[config.mk]
export PLATFORM = sky130hd
export DESIGN_NAME = dmem_responder
export DESIGN_NICKNAME = d
export VERILOG_FILES = /design/src/rtl/dmem_responder.sv
export SDC_FILE = /design/constraint.sdc
export NUM_CORES = 2
export LEC_CHECK = 0
export BUFFER_PORTS_ARGS = -buffer_cell sky130_fd_sc_hd__buf_2
export CELL_PAD_IN_SITES_DETAIL_PLACEMENT = 0
export CELL_PAD_IN_SITES_GLOBAL_PLACEMENT = 1
export CORE_MARGIN = 4
export CORE_UTILIZATION = 30
export DETAILED_ROUTE_END_ITERATION = 6
export PLACE_DENSITY_LB_ADDON = 0.05
export SYNTH_ARGS = -nofsm -noshare
export SYNTH_HDL_FRONTEND = slang
export SYNTH_SLANG_ARGS = --single-unit
[constraint.sdc]
create_clock -name clk -period 17.67 [get_ports clk]
set_input_delay 1.767 -clock clk [delete_from_list [all_inputs] [get_ports clk]]
set_output_delay 1.767 -clock clk [all_outputs]
set_load 0.1 [all_outputs]
[src/rtl/dmem_responder.sv]
// dmem_responder: latency-programmable load/store data memory behind valid/ready handshakes
// Ports: clk, reset (async, active-high); req_valid/req_ready/req_we/req_funct3/req_addr/req_wdata
// form the request channel; rsp_valid/rsp_ready/rsp_rdata/rsp_err form the response channel.
// Build option DMEM_MISALIGN_TRAP_EN: misaligned half/word accesses error instead of being force-aligned.
module dmem_responder #(
    parameter int DATA_W     = 32,
    parameter int DM_ADDRESS = 9,
    parameter int LATENCY    = 2
) (
    input  logic                  clk,
    input  logic                  reset,
    input  logic                  req_valid,
    output logic                  req_ready,
    input  logic                  req_we,
    input  logic [2:0]            req_funct3,
    input  logic [DM_ADDRESS-1:0] req_addr,
    input  logic [DATA_W-1:0]     req_wdata,
    output logic                  rsp_valid,
    input  logic                  rsp_ready,
    output logic [DATA_W-1:0]     rsp_rdata,
    output logic                  rsp_err
);
    localparam int WORDS = (2 ** DM_ADDRESS) / 4;
    localparam int NB    = DATA_W / 8;
    typedef enum logic [1:0] {IDLE, BUSY, RESP} state_t;
    state_t                  state;
    logic [3:0]              cnt;
    logic                    we_q;
    logic [2:0]              f3_q;
    logic [DM_ADDRESS-1:0]   addr_q;
    logic [DATA_W-1:0]       wdata_q;
    logic [DATA_W-1:0]       mem [WORDS];
    logic                    accept, go, we, illegal, err;
    logic [2:0]              f3;
    logic [DM_ADDRESS-1:0]   addr, ea;
    logic [DATA_W-1:0]       wdata, rd, ld, wd;
    logic [7:0]              b;
    logic [15:0]             h;
    logic [NB-1:0]           wm;
    assign req_ready = state == IDLE;
    assign accept    = req_valid && req_ready;
    // with LATENCY=1 the access happens on the accept edge, straight from the request inputs
    assign go    = (accept && LATENCY == 1) || (state == BUSY && cnt == 4'd0);
    assign we    = state == IDLE ? req_we : we_q;
    assign f3    = state == IDLE ? req_funct3 : f3_q;
    assign addr  = state == IDLE ? req_addr : addr_q;
    assign wdata = state == IDLE ? req_wdata : wdata_q;
    assign illegal = we ? f3 > 3'd2 : (f3 == 3'b011 || f3[2:1] == 2'b11);
`ifdef DMEM_MISALIGN_TRAP_EN
    logic misalign;
    assign misalign = (f3[1:0] == 2'b01 && addr[0]) || (f3[1:0] == 2'b10 && addr[1:0] != 2'b00);
    assign err = illegal || misalign;
    assign ea  = addr;
`else
    assign err = illegal;
    assign ea  = f3[1:0] == 2'b01 ? {addr[DM_ADDRESS-1:1], 1'b0} :
                 f3[1:0] == 2'b10 ? {addr[DM_ADDRESS-1:2], 2'b00} : addr;
`endif
    assign rd = mem[ea[DM_ADDRESS-1:2]];
    assign b  = rd[8*ea[1:0] +: 8];
    assign h  = rd[16*ea[1] +: 16];
    // funct3[2] selects zero extension for LBU/LHU
    assign ld = f3[1:0] == 2'b00 ? {{(DATA_W-8){!f3[2] && b[7]}}, b} :
                f3[1:0] == 2'b01 ? {{(DATA_W-16){!f3[2] && h[15]}}, h} : rd;
    assign wd = f3[1:0] == 2'b00 ? {NB{wdata[7:0]}} :
                f3[1:0] == 2'b01 ? {(NB/2){wdata[15:0]}} : wdata;
    assign wm = f3[1:0] == 2'b00 ? NB'(1) << ea[1:0] :
                f3[1:0] == 2'b01 ? NB'(3) << {ea[1], 1'b0} : '1;
    // storage is never reset; reset only blocks a pending commit
    always_ff @(posedge clk)
        if (go && we && !err && !reset)
            for (int i = 0; i < NB; i++)
                if (wm[i]) mem[ea[DM_ADDRESS-1:2]][8*i +: 8] <= wd[8*i +: 8];
    always_ff @(posedge clk or posedge reset) begin
        if (reset) begin
            state     <= IDLE;
            cnt       <= 4'd0;
            rsp_valid <= 1'b0;
            rsp_rdata <= '0;
            rsp_err   <= 1'b0;
            we_q      <= 1'b0;
            f3_q      <= 3'd0;
            addr_q    <= '0;
            wdata_q   <= '0;
        end else begin
            if (accept) begin
                we_q    <= req_we;
                f3_q    <= req_funct3;
                addr_q  <= req_addr;
                wdata_q <= req_wdata;
                cnt     <= 4'(LATENCY - 1);
                state   <= BUSY;
            end else if (state == BUSY && cnt != 4'd0) begin
                cnt <= cnt - 4'd1;
            end
            if (go) begin
                state     <= RESP;
                rsp_valid <= 1'b1;
                rsp_rdata <= (we || err) ? '0 : ld;
                rsp_err   <= err;
            end
            if (state == RESP && rsp_ready) begin
                state     <= IDLE;
                rsp_valid <= 1'b0;
            end
        end
    end
endmodule
# [Yosys cells after proc, flatten, opt, wreduce, memory -nomap -nowiden]
# Memories as Yosys holds them, arrays and structs flattened.
# Cells that the tools add are included.
[word_totals] reg_bits=85 mem_bits_rw=4096 in_bits=49 out_inout_bits=35 word_cells=76 mem_count=1
[mem_list] name="mem" words=128 word_bits=32 rd=1 rd_clocked_by_memory_dff=0 write_ports=1 line_no="32" text="logic [DATA_W-1:0] mem [WORDS];"
[classes] addsub=1 magnitude_cmp=1 eq_ne=6 n_shift=4 muxes=33 n_reduce_logical=21
[op_table] operator="2-to-1 mux 32 bit" n=6
[op_table] operator="variable part select 32 x 6 -> 16 bit" n=1
[op_table] operator="variable part select 32 x 6 -> 8 bit" n=1
[op_table] operator="2-to-1 mux 1 bit" n=16
[op_table] operator="2-to-1 mux 4 bit" n=4
[op_table] operator="2-to-1 mux 2 bit" n=5
[op_table] operator="logical AND 1 bit" n=9
[op_table] operator="2-to-1 mux 9 bit" n=1
[op_table] operator="equality test 2 bit (second input constant)" n=3
[op_table] operator="equality test 2 x 1 -> 1 bit (second input constant)" n=2
[op_table] operator="logical NOT 2 bit" n=2
[op_table] operator="logical NOT 4 bit" n=1
[op_table] operator="nonzero test 2 bit" n=2
[op_table] operator="nonzero test 4 bit" n=1
[op_table] operator="<< shifter 1 x 2 -> 4 bit (first input constant)" n=1
[op_table] operator="<< shifter 2 x 2 -> 4 bit (first input constant)" n=1
[op_table] operator="subtractor 4 x 1 -> 4 bit (second input constant)" n=1
[op_table] operator="equality test 3 x 2 -> 1 bit (second input constant)" n=1
[op_table] operator="> comparator 3 x 2 -> 1 bit (second input constant)" n=1
[op_table] operator="logical NOT 1 bit" n=3
[op_table] operator="2-to-1 mux 3 bit" n=1
[op_table] operator="nonzero test 3 bit" n=1
[op_table] operator="logical OR 1 bit" n=2

# [Depth between registers and ports, before layout]
[depth] depth_word=11 depth_mapped=19 mapped_depth_nobuf=11

# [Worst setup path before layout]
# OpenSTA, ideal clock, no wires.
[synth_timing] path_kind="reg-to-reg" start="register state[0]" end="memory mem[0][25] (data pin)" setup_ns=1.200 arrival_time_ns=9.050 required_time_ns=16.470 slack_ns=7.420 stages_incl_launch_ff=13 n_path_buf=6 period_less_slack_ns=10.250 path_cell_list="dfrtp_1 or2_1 inv_2 buf_4 buf_4 buf_4 buf_4 clkbuf_1 buf_1 nand2_1 nand2_1 a21oi_1 o21ai_0"
[synth_via] elab_chain_len=5 word_cells_on_any_way=7 cone_classes="eq/ne (1); mux (4); reduce/logical (2)"
[synth_lines] item="start: declaration" line_no="26" text="state_t state;"
[synth_lines] item="start signal: assignment" line_no="76" text="state <= IDLE;"
[synth_lines] item="start signal: assignment" line_no="92" text="state <= BUSY;"
[synth_lines] item="start signal: assignment" line_no="97" text="state <= RESP;"
[synth_lines] item="logical NOT 2 bit *" line_no="45, 47"
[synth_lines] item="2-to-1 mux 3 bit" line_no="45" text="assign f3 = state == IDLE ? req_funct3 : f3_q;"
[synth_lines] item="equality test 2 x 1 -> 1 bit" line_no="66" text="f3[1:0] == 2'b01 ? {(NB/2){wdata[15:0]}} : wdata;"
[synth_lines] item="2-to-1 mux 32 bit" line_no="66"
[synth_lines] item="2-to-1 mux 32 bit *" line_no="65" text="assign wd = f3[1:0] == 2'b00 ? {NB{wdata[7:0]}} :"
[synth_lines] item="named net wd[25]" line_no="36" text="logic [DATA_W-1:0] wdata, rd, ld, wd;"
[synth_lines] item="end: declaration" line_no="32"
# Mark *: on every way through the listed nets, which the timed path passes. The rest lies on a longest branch.

# [Final worst setup path]
[layout_timing] start="input port req_addr[2]" end="register rsp_rdata[28]"
[layout_via] elab_chain_len=7 word_cells_on_any_way=9 cone_classes="shift (2); mux (4); reduce/logical (2); memory (1)"
[layout_lines] item="start: declaration" line_no="16" text="input logic [DM_ADDRESS-1:0] req_addr,"
[layout_lines] item="2-to-1 mux 9 bit *" line_no="46" text="assign addr = state == IDLE ? req_addr : addr_q;"
[layout_lines] item="memory read (128 x 32 bit) *"
[layout_lines] item="variable part select 32 x 6 -> 16 bit" line_no="61" text="assign h = rd[16*ea[1] +: 16];"
[layout_lines] item="logical AND 1 bit" line_no="64" text="f3[1:0] == 2'b01 ? {{(DATA_W-16){!f3[2] && h[15]}}, h} : rd;"
[layout_lines] item="2-to-1 mux 32 bit" line_no="64"
[layout_lines] item="2-to-1 mux 32 bit *" line_no="63" text="assign ld = f3[1:0] == 2'b00 ? {{(DATA_W-8){!f3[2] && b[7]}}, b} :"
[layout_lines] item="2-to-1 mux 32 bit *" line_no="99" text="rsp_rdata <= (we || err) ? '0 : ld;"
[layout_lines] item="end signal: assignment" line_no="99"
[layout_lines] item="end: declaration" line_no="20" text="output logic [DATA_W-1:0] rsp_rdata,"
# Every way passes the cells marked *; elsewhere a longest branch is shown, timed or not.
# A chain may end at the register's enable or synchronous reset.

==> impl_metrics.py <==
metrics = {
    "critical_path": {
        "crit_type": "input port to flip-flop",
        "worst_setup_path_start_kind": "input port",
        "slowest_stage": "a2111o_1",
        "worstPathMaxFanout": 60,
        "cpPeakStageDelay_ns": 0.84,
        "critPathArrivalTime_ns": 9.10,
        "crit_required_ns": 18.64,
        "end_kind": "flip-flop",
        "critPathMostFrequentCell": "buf_4",
        "crit_chain": "buf_8 > or3b_4 > buf_4 > nand2_8 > buf_4 > buf_4 > buf_4 > a211oi_1 > o41ai_1 > a41oi_1 > a2111o_1 > o2bb2ai_1 > and4bb_1 > or2_1 > a22o_1",
    },
    "yosys": {
        "ys_warn_count": 0,
        "synthFlopType": "edfxtp_1",
        "synth.distinct_cells": 88,
        "synth_edf_count": 4096,
        "syn_inst": 10400,
        "synth-seq-cells": 4181,
        "syn_nets": 10400,
        "synth-async-reset-ratio": 0.0203,
        "avgSynthCellArea_um2": 15.5,
        "seq_area_frac_synth": 0.777,
        "synth_area_um2": 161000,
    },
    "grt": {
        "gr-total-overflow": 0,
        "track_usage": 0.251,
        "grt_pass1_wl_um": 945000,
        "antenna_found_initial": 103,
        "grt_start_max_net_pins": 129,
        "first_global_vias": 100000,
    },
    "pwr": {
        "power.net_switching_mw": 4.19,
        "p_int_mw": 16.2,
        "finalPower_mw": 20.4,
        "ir_worst_vdd_mv": 0.0875,
        "cellLeakagePower_nw": 46.9,
        "clkPwrFrac": 0.472,
        "seqPwrFrac": 0.526,
        "p_sw_frac": 0.206,
        "p_per_area_nw_per_um2": 109,
        "comb_power_share": 0.001,
    },
    "cts": {
        "cts_sinks": 4181,
        "hold_buffers": 0,
        "cts.repair.resized": 0,
        "ctsHtreeMaxLevel": 5,
        "postCtsSetupBuffers": 0,
        "clk_latency_ns": 1.08,
        "path_clk_slew_ns": 0.06,
        "cts_root_buffer": "clkbuf_16",
        "cts_buffers": 484,
        "cts_buffer_depth": 4,
        "cts_tree": "done",
    },
    "sta": {
        "fin_skew_ns": 0.0816,
        "hold_violations": 0,
        "slew_viol_final": 0,
        "tightest_slew_ns": 1.48,
        "post-route-period-util": 0.460,
        "min_period_ns": 8.12,
        "final.setup.tns_ns": 0,
        "rsz0062_at_grt": "no",
        "max-slew-margin-rel": 0.0106,
        "setup_viol": 0,
        "max_freq_mhz": 123,
    },
    "finish": {
        "fillers": 51200,
        "stdcell_area_um2": 187000,
        "final_util": 0.350,
        "syn2layout_area_growth_pct": 16.0,
        "drive_gt1_frac": 0.126,
        "final_common_cell": "edfxtp_1",
        "final_cell_mix": "edfxtp_1, o22ai_1, nand2_1",
        "fin_nets": 10700,
    },
    "routing": {
        "ant_nets": 0,
        "route.detailed.drc": 0,
        "first_iter_violations": 12600,
        "avgRoutedWirePerCell_um": 39.0,
        "drt_pass1_iterations": 7,
        "vias_per_cell": 5.66,
        "wl_um": 710000,
        "vias": 103000,
    },
    "place": {
        "dp_hpwl_um": 437000,
        "place.gp.congestion": 0.845,
        "io_buffer_count": 83,
        "dpl_cell_area_um2": 172000,
    },
    "min_path": {
        "hp-class": "flip-flop to flip-flop",
    },
    "floorplanning": {
        "start_util": 0.302,
        "die_w_um": 741,
        "fp.dieArea_um2": 549000,
        "core_area_um2": 534000,
        "die_h_um": 741,
        "rows": 268,
        "io_pins": 84,
    },
    "run_status": {
        "outcome": "complete, but fails checks",
        "violations": "max-capacitance violations",
    },
    "run": {
        "cap_violations": 2,
    },
}
-- worst paths after layout --
path                                   from            end  slack [ns]  cells past startpoint
worst max register to register     state[0]  rsp_rdata[28]        9.83                     16
min in group asynchronous             reset      addr_q[0]        0.78                      2
max in group asynchronous             reset   rsp_rdata[3]       15.51                      3
worst min register to register  wdata_q[12]    wdata_q[12]        0.48                      2
worst min-delay path            wdata_q[12]    wdata_q[12]        0.48                      2
worst max-delay path            req_addr[2]  rsp_rdata[28]        9.55                     15
-- sequential cells by signal (all words and copies together), names as in the netlist --
register / count
addr_q: 9
cnt: 4
f3_q: 3
mem: 4096
rsp_err: 1
rsp_rdata: 32
rsp_valid: 1
state: 2
wdata_q: 32
we_q: 1
-- worst max-delay path, delay by kind of cell --
kind / cells / cell delay (ns)
AOI/OAI and AO/OA: 6 / 2.57
buffers and inverters: 5 / 2.61
and+or+nand+nor: 4 / 1.67
-- synthesized netlist by cell type, types with 120 or more instances --
cell	instances	share of area
edfxtp_1	4096	0.76
o22ai_1	1215	0.047
nand2_1	813	0.019
nor3_1	658	0.020
nor2_1	487	0.011
clkbuf_1	382	0.0089
buf_2	270	0.0084
o211ai_1	263	0.012
mux2i_1	225	0.014
and3_1	170	0.0066
nand3_1	169	0.0053
o221ai_1	167	0.0091
o21ai_0	166	0.0052
o41ai_1	137	0.0074
a211oi_1	136	0.0063
nand2b_1	134	0.0052
buf_1	122	0.0028
a31oi_1	120	0.0047
-- final cells by class --
cell class / count / area (µm²) / area share
well taps: 7155 / 8950 / 0.0479
diodes: 45 / 113 / 0.000603
repair buffers: 555 / 4300 / 0.0230
clock inverters: 270 / 2180 / 0.0117
inverters: 13 / 68.8 / 0.000368
clock buffers: 602 / 12700 / 0.0679
multi-input cells: 5382 / 33400 / 0.179
flip-flops and latches: 4181 / 125000 / 0.670
-- through the flow --
step           hold slack [ns]  std cells  setup slack, ns
6_report                 0.476      18200             9.55
5_1_grt                  0.498      18200             9.46
4_1_cts                  0.478      18200             9.71
3_5_place_dp             0.462      17300             8.66
3_3_place_gp             0.459      17300             8.62
2_1_floorplan            0.445      10400             7.42
-- cells by family after synthesis --
group                    Yosys count  share of synthesized area
buffers and inverters            833                     0.0229
AND/OR/NAND/NOR                 2528                     0.0721
flip-flops                      4181                      0.777
adder cells (fa/ha/maj)            2                   0.000155
XOR/XNOR                           3                   0.000163
AO/OA/AOI/OAI                   2622                      0.114
multiplexers                     227                     0.0141
-- power groups by stage --
| stage | Clock (mW) | Sequential, mW | Combinational [mW] |
|---|---|---|---|
| 6_report | 9.62 | 10.7 | 0.0291 |
| 5_1_grt | 10.2 | 10.7 | 0.0315 |
| 4_1_cts | 9.81 | 10.7 | 0.0296 |
| 3_3_place_gp | 0 | 10.9 | 0.0291 |
| 2_1_floorplan | 0 | 10.9 | 0.0114 |
| 3_5_place_dp | 0 | 10.9 | 0.0295 |
-- layer usage --
metal / share of wire / GRT usage / up-vias
met5: 0.00031 / 0.00121 / -
met4: 0.034 / 0.0760 / 22
met3: 0.067 / 0.0425 / 879
met2: 0.46 / 0.396 / 4199
met1: 0.44 / 0.353 / 55300
li1: - / - / 42700
Power figures use the tool's default switching activity.
